--- config.mk ---
export PLATFORM = sky130hd
export DESIGN_NAME = hp_fifo_n
export DESIGN_NICKNAME = d
export VERILOG_FILES = /design/src/rtl/hp_fifo_n.sv
export SDC_FILE = /design/constraint.sdc
export NUM_CORES = 1
export LEC_CHECK = 0
export CELL_PAD_IN_SITES_DETAIL_PLACEMENT = 1
export CELL_PAD_IN_SITES_GLOBAL_PLACEMENT = 1
export CORE_UTILIZATION = 40
export CTS_CLUSTER_DIAMETER = 150
export CTS_CLUSTER_SIZE = 16
export DETAILED_ROUTE_END_ITERATION = 7
export PLACE_DENSITY = 0.94
export SLEW_MARGIN = 10
export SYNTH_ARGS = -nofsm -noshare
export SYNTH_HDL_FRONTEND = slang
export SYNTH_SLANG_ARGS = --single-unit
--- constraint.sdc ---
create_clock -name h_phi2 -period 6.15 [get_ports h_phi2]
set_clock_uncertainty 0.15 [all_clocks]
set_input_delay 1.845 -clock h_phi2 [delete_from_list [all_inputs] [get_ports h_phi2]]
set_output_delay 1.845 -clock h_phi2 [all_outputs]
set_load 0.02 [all_outputs]
--- src/rtl/hp_fifo_n.sv ---
// Host-to-parasite block FIFO: fills completely, then drains completely.
// Runtime one-entry mode, fill level, sticky overrun/underrun flags and synchronous flush.
module hp_fifo_n #(
  parameter int unsigned DATA_WIDTH = 8,
  parameter int unsigned DEPTH      = 2,
  parameter int unsigned LW         = $clog2(DEPTH + 1)
) (
  input  logic                  h_phi2,
  input  logic                  h_rst,
  input  logic                  h_we,
  input  logic [DATA_WIDTH-1:0] h_data,
  input  logic                  p_rd,
  output logic [DATA_WIDTH-1:0] p_data,
  input  logic                  one_byte_mode,
  input  logic                  flush,
  input  logic                  err_clr,
  output logic                  h_full,
  output logic                  p_data_available,
  output logic                  p_block_available,
  output logic [LW-1:0]         level,
  output logic                  h_overrun,
  output logic                  p_underrun
);

  localparam int unsigned PW = (DEPTH > 1) ? $clog2(DEPTH) : 1;
  localparam logic [LW-1:0] DEPTH_L = LW'(DEPTH);

  typedef enum logic {ST_FILL = 1'b0, ST_DRAIN = 1'b1} state_t;

  state_t                  state;
  logic [PW-1:0]           wr_ptr;
  logic [PW-1:0]           rd_ptr;
  logic [LW-1:0]           count;
  logic                    mode_q;
  logic [DATA_WIDTH-1:0]   mem [DEPTH];

  logic                    empty_fill;
  logic                    mode_eff;
  logic [LW-1:0]           cap;
  logic [LW-1:0]           count_inc;
  logic                    wr_ok;
  logic                    wr_rej;
  logic                    rd_ok;
  logic                    rd_rej;

  function automatic logic [PW-1:0] ptr_inc(input logic [PW-1:0] p);
    return (p == PW'(DEPTH - 1)) ? '0 : PW'(p + 1'b1);
  endfunction

  // The mode in force for a write landing in an empty filling FIFO is the live input
  assign empty_fill = (state == ST_FILL) && (count == '0);
  assign mode_eff   = empty_fill ? one_byte_mode : mode_q;
  assign cap        = mode_eff ? LW'(1) : DEPTH_L;
  assign count_inc  = LW'(count + 1'b1);

  assign wr_ok  = !flush && (state == ST_FILL)  && h_we;
  assign wr_rej = !flush && (state == ST_DRAIN) && h_we;
  assign rd_ok  = !flush && (state == ST_DRAIN) && p_rd;
  assign rd_rej = !flush && (state == ST_FILL)  && p_rd;

  assign level  = count;
  assign p_data = mem[rd_ptr];

  // Storage is deliberately not reset
  always_ff @(posedge h_phi2) begin
    if (!h_rst && wr_ok) begin
      mem[wr_ptr] <= h_data;
    end
  end

  always_ff @(posedge h_phi2) begin
    if (h_rst) begin
      state             <= ST_FILL;
      wr_ptr            <= '0;
      rd_ptr            <= '0;
      count             <= '0;
      mode_q            <= 1'b0;
      h_full            <= 1'b0;
      p_data_available  <= 1'b0;
      p_block_available <= 1'b0;
      h_overrun         <= 1'b0;
      p_underrun        <= 1'b0;
    end else begin
      // Sticky flags: a new error wins over a same-cycle clear
      h_overrun  <= (h_overrun  & ~err_clr) | wr_rej;
      p_underrun <= (p_underrun & ~err_clr) | rd_rej;

      if (flush) begin
        state             <= ST_FILL;
        wr_ptr            <= '0;
        rd_ptr            <= '0;
        count             <= '0;
        h_full            <= 1'b0;
        p_data_available  <= 1'b0;
        p_block_available <= 1'b0;
      end else begin
        if (empty_fill) begin
          mode_q <= one_byte_mode;
        end
        case (state)
          ST_FILL: begin
            if (wr_ok) begin
              wr_ptr <= ptr_inc(wr_ptr);
              count  <= count_inc;
              if (count_inc == cap) begin
                state             <= ST_DRAIN;
                h_full            <= 1'b1;
                p_data_available  <= 1'b1;
                p_block_available <= !mode_eff;
              end
            end
          end
          ST_DRAIN: begin
            if (rd_ok) begin
              rd_ptr            <= ptr_inc(rd_ptr);
              count             <= LW'(count - 1'b1);
              p_block_available <= 1'b0;
              if (count == LW'(1)) begin
                state            <= ST_FILL;
                h_full           <= 1'b0;
                p_data_available <= 1'b0;
              end
            end
          end
          default: state <= ST_FILL;
        endcase
      end
    end
  end

endmodule

Word level (Yosys, flattened, before mapping)
Memory sizes are Yosys's and may differ from the RTL's. A register that Yosys moved wholly into a read port is not among the register bits.
Index checks and enable logic that the tools add are counted.
- output and inout port bits: 15
- latch bits: 0
- logic and storage cells: 69
- bits in read-only memories: 0
- memory bits (writable): 16
- memories: 1
- bits in registers: 10
- memory list (name ; depth ; bits a word ; read ports ; clocked after memory_dff ; wr ports ; RTL line ; source):
    mem ; 2 ; 8 ; 1 ; 1 ; 1 ; 35 ; logic [DATA_WIDTH-1:0] mem [DEPTH];
- shift-type cells: 0
- add/sub/neg operators: 4
- bitwise gates (word level): 6
- muxes and demuxes: 25
- divide/modulo/power cells: 0
- reduce and logical (&&, ||, !) cells: 18
- $mul: 0
- $lt $le $gt $ge: 0
- eq/ne operators: 6
- operators by type and width (operator ; count):
    two-way mux 1 bit ; 18
    logical AND 1 bit ; 8
    two-way mux 2 bit ; 3
    != test 2 x 1 -> 1 bit, second input constant ; 3
    case mux 1 bit (2 select lines) ; 3
    AND reduction 2 bit ; 3
    case mux 2 bit (2 select lines) ; 1
    AND reduction 4 bit ; 1
    zero test 1 bit ; 3
    AND reduction 3 bit ; 1
    adder 1 bit, second input constant ; 2
    adder 2 x 1 -> 2 bit, second input constant ; 1
    AND 1 bit ; 2
    == test 2 x 1 -> 1 bit, second input constant ; 1
    == test 2 bit ; 1
    zero test 2 bit ; 1
    != test 2 bit, second input constant ; 1
    inverter 1 bit ; 2
    bitwise OR 1 bit ; 2
    OR reduction 2 bit ; 1
    subtractor 2 x 1 -> 2 bit, second input constant ; 1

Longest topological paths before layout
- word-level depth: 8
- gate-level depth with buffers: 6
- gate-level depth less buffers: 6

Worst setup path after synthesis
No wires, ideal clock.
- path type: input port to flip-flop
- start point: in flush
- end point: mem mem[0][0] (enable)
- stages: 4
- path slack: 2888 ps
- arrival time: 2742 ps
- data required time: 5630 ps
- path through: buf_6 -> nor3b_2 -> nand2_1 -> nor2_1
- longest elaborated chain between the ends: 6
- RTL lines (what ; RTL line ; source):
    from (decl) ; 15 ; input logic flush,
    zero test 1 bit ; 56 ; assign wr_ok = !flush && (state == ST_FILL) && h_we;
    logical AND 1 bit (2 in a row) ; 56 ;
    logical AND 1 bit ; 66 ; if (!h_rst && wr_ok) begin
    two-way mux 1 bit ; 66 ;
    two-way mux 1 bit (implied by the code) ; 67 ; mem[wr_ptr] <= h_data;
    to (decl) ; 35 ;
No other way between the ends.

==> reports/results.tsv <==
stage	metric	value	unit
outcome	status	completed	
layout	n_antenna_cell	0	
global_route	grt_pass1_vias	789	
timing	hold_violations	0	
logic_synthesis	synthArstFlopShare	0	
route	ant_nets	0	
floorplanning	die-area	3070	µm²
setup_path	r2r-end	p_block_available	
setup_path	worst_setup_path_start_kind	register	
logic_synthesis	synth_seq_cells	27	
logic_synthesis	yosysWarnings	0	
global_route	grt_pass1_wl	3590	µm
clock_network	cts_tree	yes	
worst_hold_path	hold_path_depth	2	
pwr	power.density	209	nW/µm²
timing	whs	0.338	ns
setup_path	arrival	1.79	ns
route	wire_per_inst	15.1	µm
logic_synthesis	yosysSeqAreaShare	0.613	
place	io_buffers	29	
logic_synthesis	ys_types	30	
floorplanning	die_y	55.4	µm
timing	maxSlewViolCount	0	
logic_synthesis	synth.net_count	107	
setup_path	cpMaxStageDelayCell	dfxtp_1	
layout	area_growth_syn_to_layout	28.1	%
worst_hold_path	min_to	h_overrun	
layout	layout_common_cells	clkdlybuf4s50_1 (29), edfxtp_1 (16), nor2_1 (12)	
clock_network	clock_sinks	27	
clock_network	clock_latency	0.31	ns
setup_path	path_buf_inv	1	
timing	tns	0	ns
global_route	track_usage	0.152	
floorplanning	num_rows	19	
floorplanning	core_area	2730	µm²
setup_path	crit_family	flip-flops	
logic_synthesis	synthesis.area	1140	µm²
setup_path	worstPathCellList	mux2_2 > clkdlybuf4s50_1	
logic_synthesis	synth-edff-count	16	
pwr	vdd_ir_drop_max	165	µV
timing	max_clock_freq	264	MHz
global_route	grt_max_degree	15	
global_route	antenna_found_initial	0	
clock_network	ctsHoldBuffers	0	
layout	final_common_cell	clkdlybuf4s50_1	
clock_network	htree_num_levels	1	
clock_network	cts_setup_buffers	0	
timing	fin_crit	3.78	ns
worst_hold_path	hold_class	register to register	
place	hpwl	1740	µm
route	first_pass_iters	4	
timing	tightest_slew	0.645	ns
layout	drive_gt1_frac	0.118	
place	routabilityCongestion	0.833	
place	placed_area	1440	µm²
worst_hold_path	hold_start	h_overrun	
clock_network	numCtsBuffers	3	
setup_path	reg2reg_depth	6	
clock_network	clk_pin_slew	0.13	ns
pwr	leakage	0.512	nW
global_route	grt_remaining_overflow	0	
route	drcViolationCount	0	
setup_path	crit_required	4.16	ns
setup_path	reg2reg_slack	4.02	ns
timing	setup_viol	0	
timing	timing.slew.headroom	0.569	
logic_synthesis	ys.flop_type	edfxtp_1	
layout	final_nets	137	
clock_network	cts_root_buf	clkbuf_4	
logic_synthesis	syn_inst	90	
setup_path	cp_max_fo	8	
layout	fin_area	1460	µm²
route	totalWireLength	2270	µm
flow_run	maxCapViolCount	0	
logic_synthesis	syn_area_per_cell	12.7	µm²
layout	postLayoutCoreUtil	0.535	
route	viasPerCell	5.13	
setup_path	cp-end-kind	output pin	
setup_path	path_class	register to output pin	
timing	rsz0062_at_grt	no	
floorplanning	io_pins	30	
timing	finalCritPeriodShare	0.615	
setup_path	regToRegStartpoint	level[0]	
floorplanning	initial_core_util	0.418	
clock_network	clockBufferDepth	2	
setup_path	cpPeakStageDelay	0.56	ns
clock_network	ctsResizeCount	0	
route	vias	770	
floorplanning	dieWidth	55.4	µm
route	drt_iter0_drc	11	
stage by stage:
stage | worst slack, ns | std cells | power, W
6_report | 2.37 | 150 | 0.000306
5_1_grt | 2.27 | 150 | 0.000319
4_1_cts | 2.33 | 150 | 0.000310
3_5_place_dp | 2.11 | 146 | 0.000237
3_3_place_gp | 2.27 | 146 | 0.000236
2_1_floorplan | 2.89 | 90 | 0.000219
how the worst max path moves through the flow:
stage	depth (start not counted)	start	endpoint
final	2	register	p_data[2]
after global placement	4	flush	mem[0][7]
after detailed placement	4	flush	mem[0][5]
after floorplan	4	flush	mem[0][0]
after CTS	2	register	p_data[2]
after global routing	2	register	p_data[7]
tightest hold or removal path: stages (launching register included):
cell	delay, ns
dfxtp_1	0.34
nand2b_1	0.06
a21oi_1	0.06
power by group:
| group | internal [W] | total (W) | leakage (nW) | switching [W] |
|---|---|---|---|---|
| Sequential | 0.000194 | 0.000197 | 0.234 | 0.00000240 |
| Combinational | 0.0000195 | 0.0000359 | 0.263 | 0.0000164 |
| Clock | 0.0000253 | 0.0000733 | 0.0150 | 0.0000480 |
| Total | 0.000239 | 0.000306 | 0.512 | 0.0000668 |
cells in the mapped netlist (all sizes together) (2+ instances only):
library cell	number	share of area
edfxtp	16	0.42
nor2	12	0.039
dfxtp	11	0.19
mux2	9	0.092
nand2	5	0.016
inv	4	0.013
a21oi	3	0.013
buf	3	0.026
mux2i	3	0.026
o21ai	3	0.013
ha	2	0.022
nand3	2	0.0088
nor2b	2	0.018
xnor2	2	0.015
cell type report:
type / count / area (µm²)
multi-input cells: 55 / 393
well taps: 31 / 38.8
fillers: 298 / 1270
repair buffers: 29 / 290
flip-flops and latches: 27 / 701
inverters: 4 / 15.0
clock buffers: 4 / 26.3
registers in the layout (all words and copies together), names as in the netlist, named ones only:
signal and count:
state 1, wr_ptr 1, p_underrun 1, p_data_available 1, h_overrun 1, mem 16, level 2, rd_ptr 1
mode_q 1, p_block_available 1
routing by layer:
| layer | up-vias | GRT usage | part of all wire |
|---|---|---|---|
| li1 | 374 | - | - |
| met1 | 366 | 0.173 | 0.43 |
| met2 | 26 | 0.291 | 0.53 |
| met3 | 4 | 0.0211 | 0.033 |
| met4 | 0 | 0.0429 | 0.0097 |
| met5 | - | 0 | 0 |
kinds of logic (layout without fill, tap and decap cells):
logic type	Yosys count	count (layout)	share of synthesized area
AO/OA/AOI/OAI	10	10	0.0537
XOR/XNOR	3	3	0.0230
adder cells (fa/ha/maj)	2	2	0.0219
buffers and inverters	8	37	0.0427
flip-flops	27	27	0.613
multiplexers	12	12	0.118
AND/OR/NAND/NOR	28	28	0.127
Power figures use the tool's default switching activity.
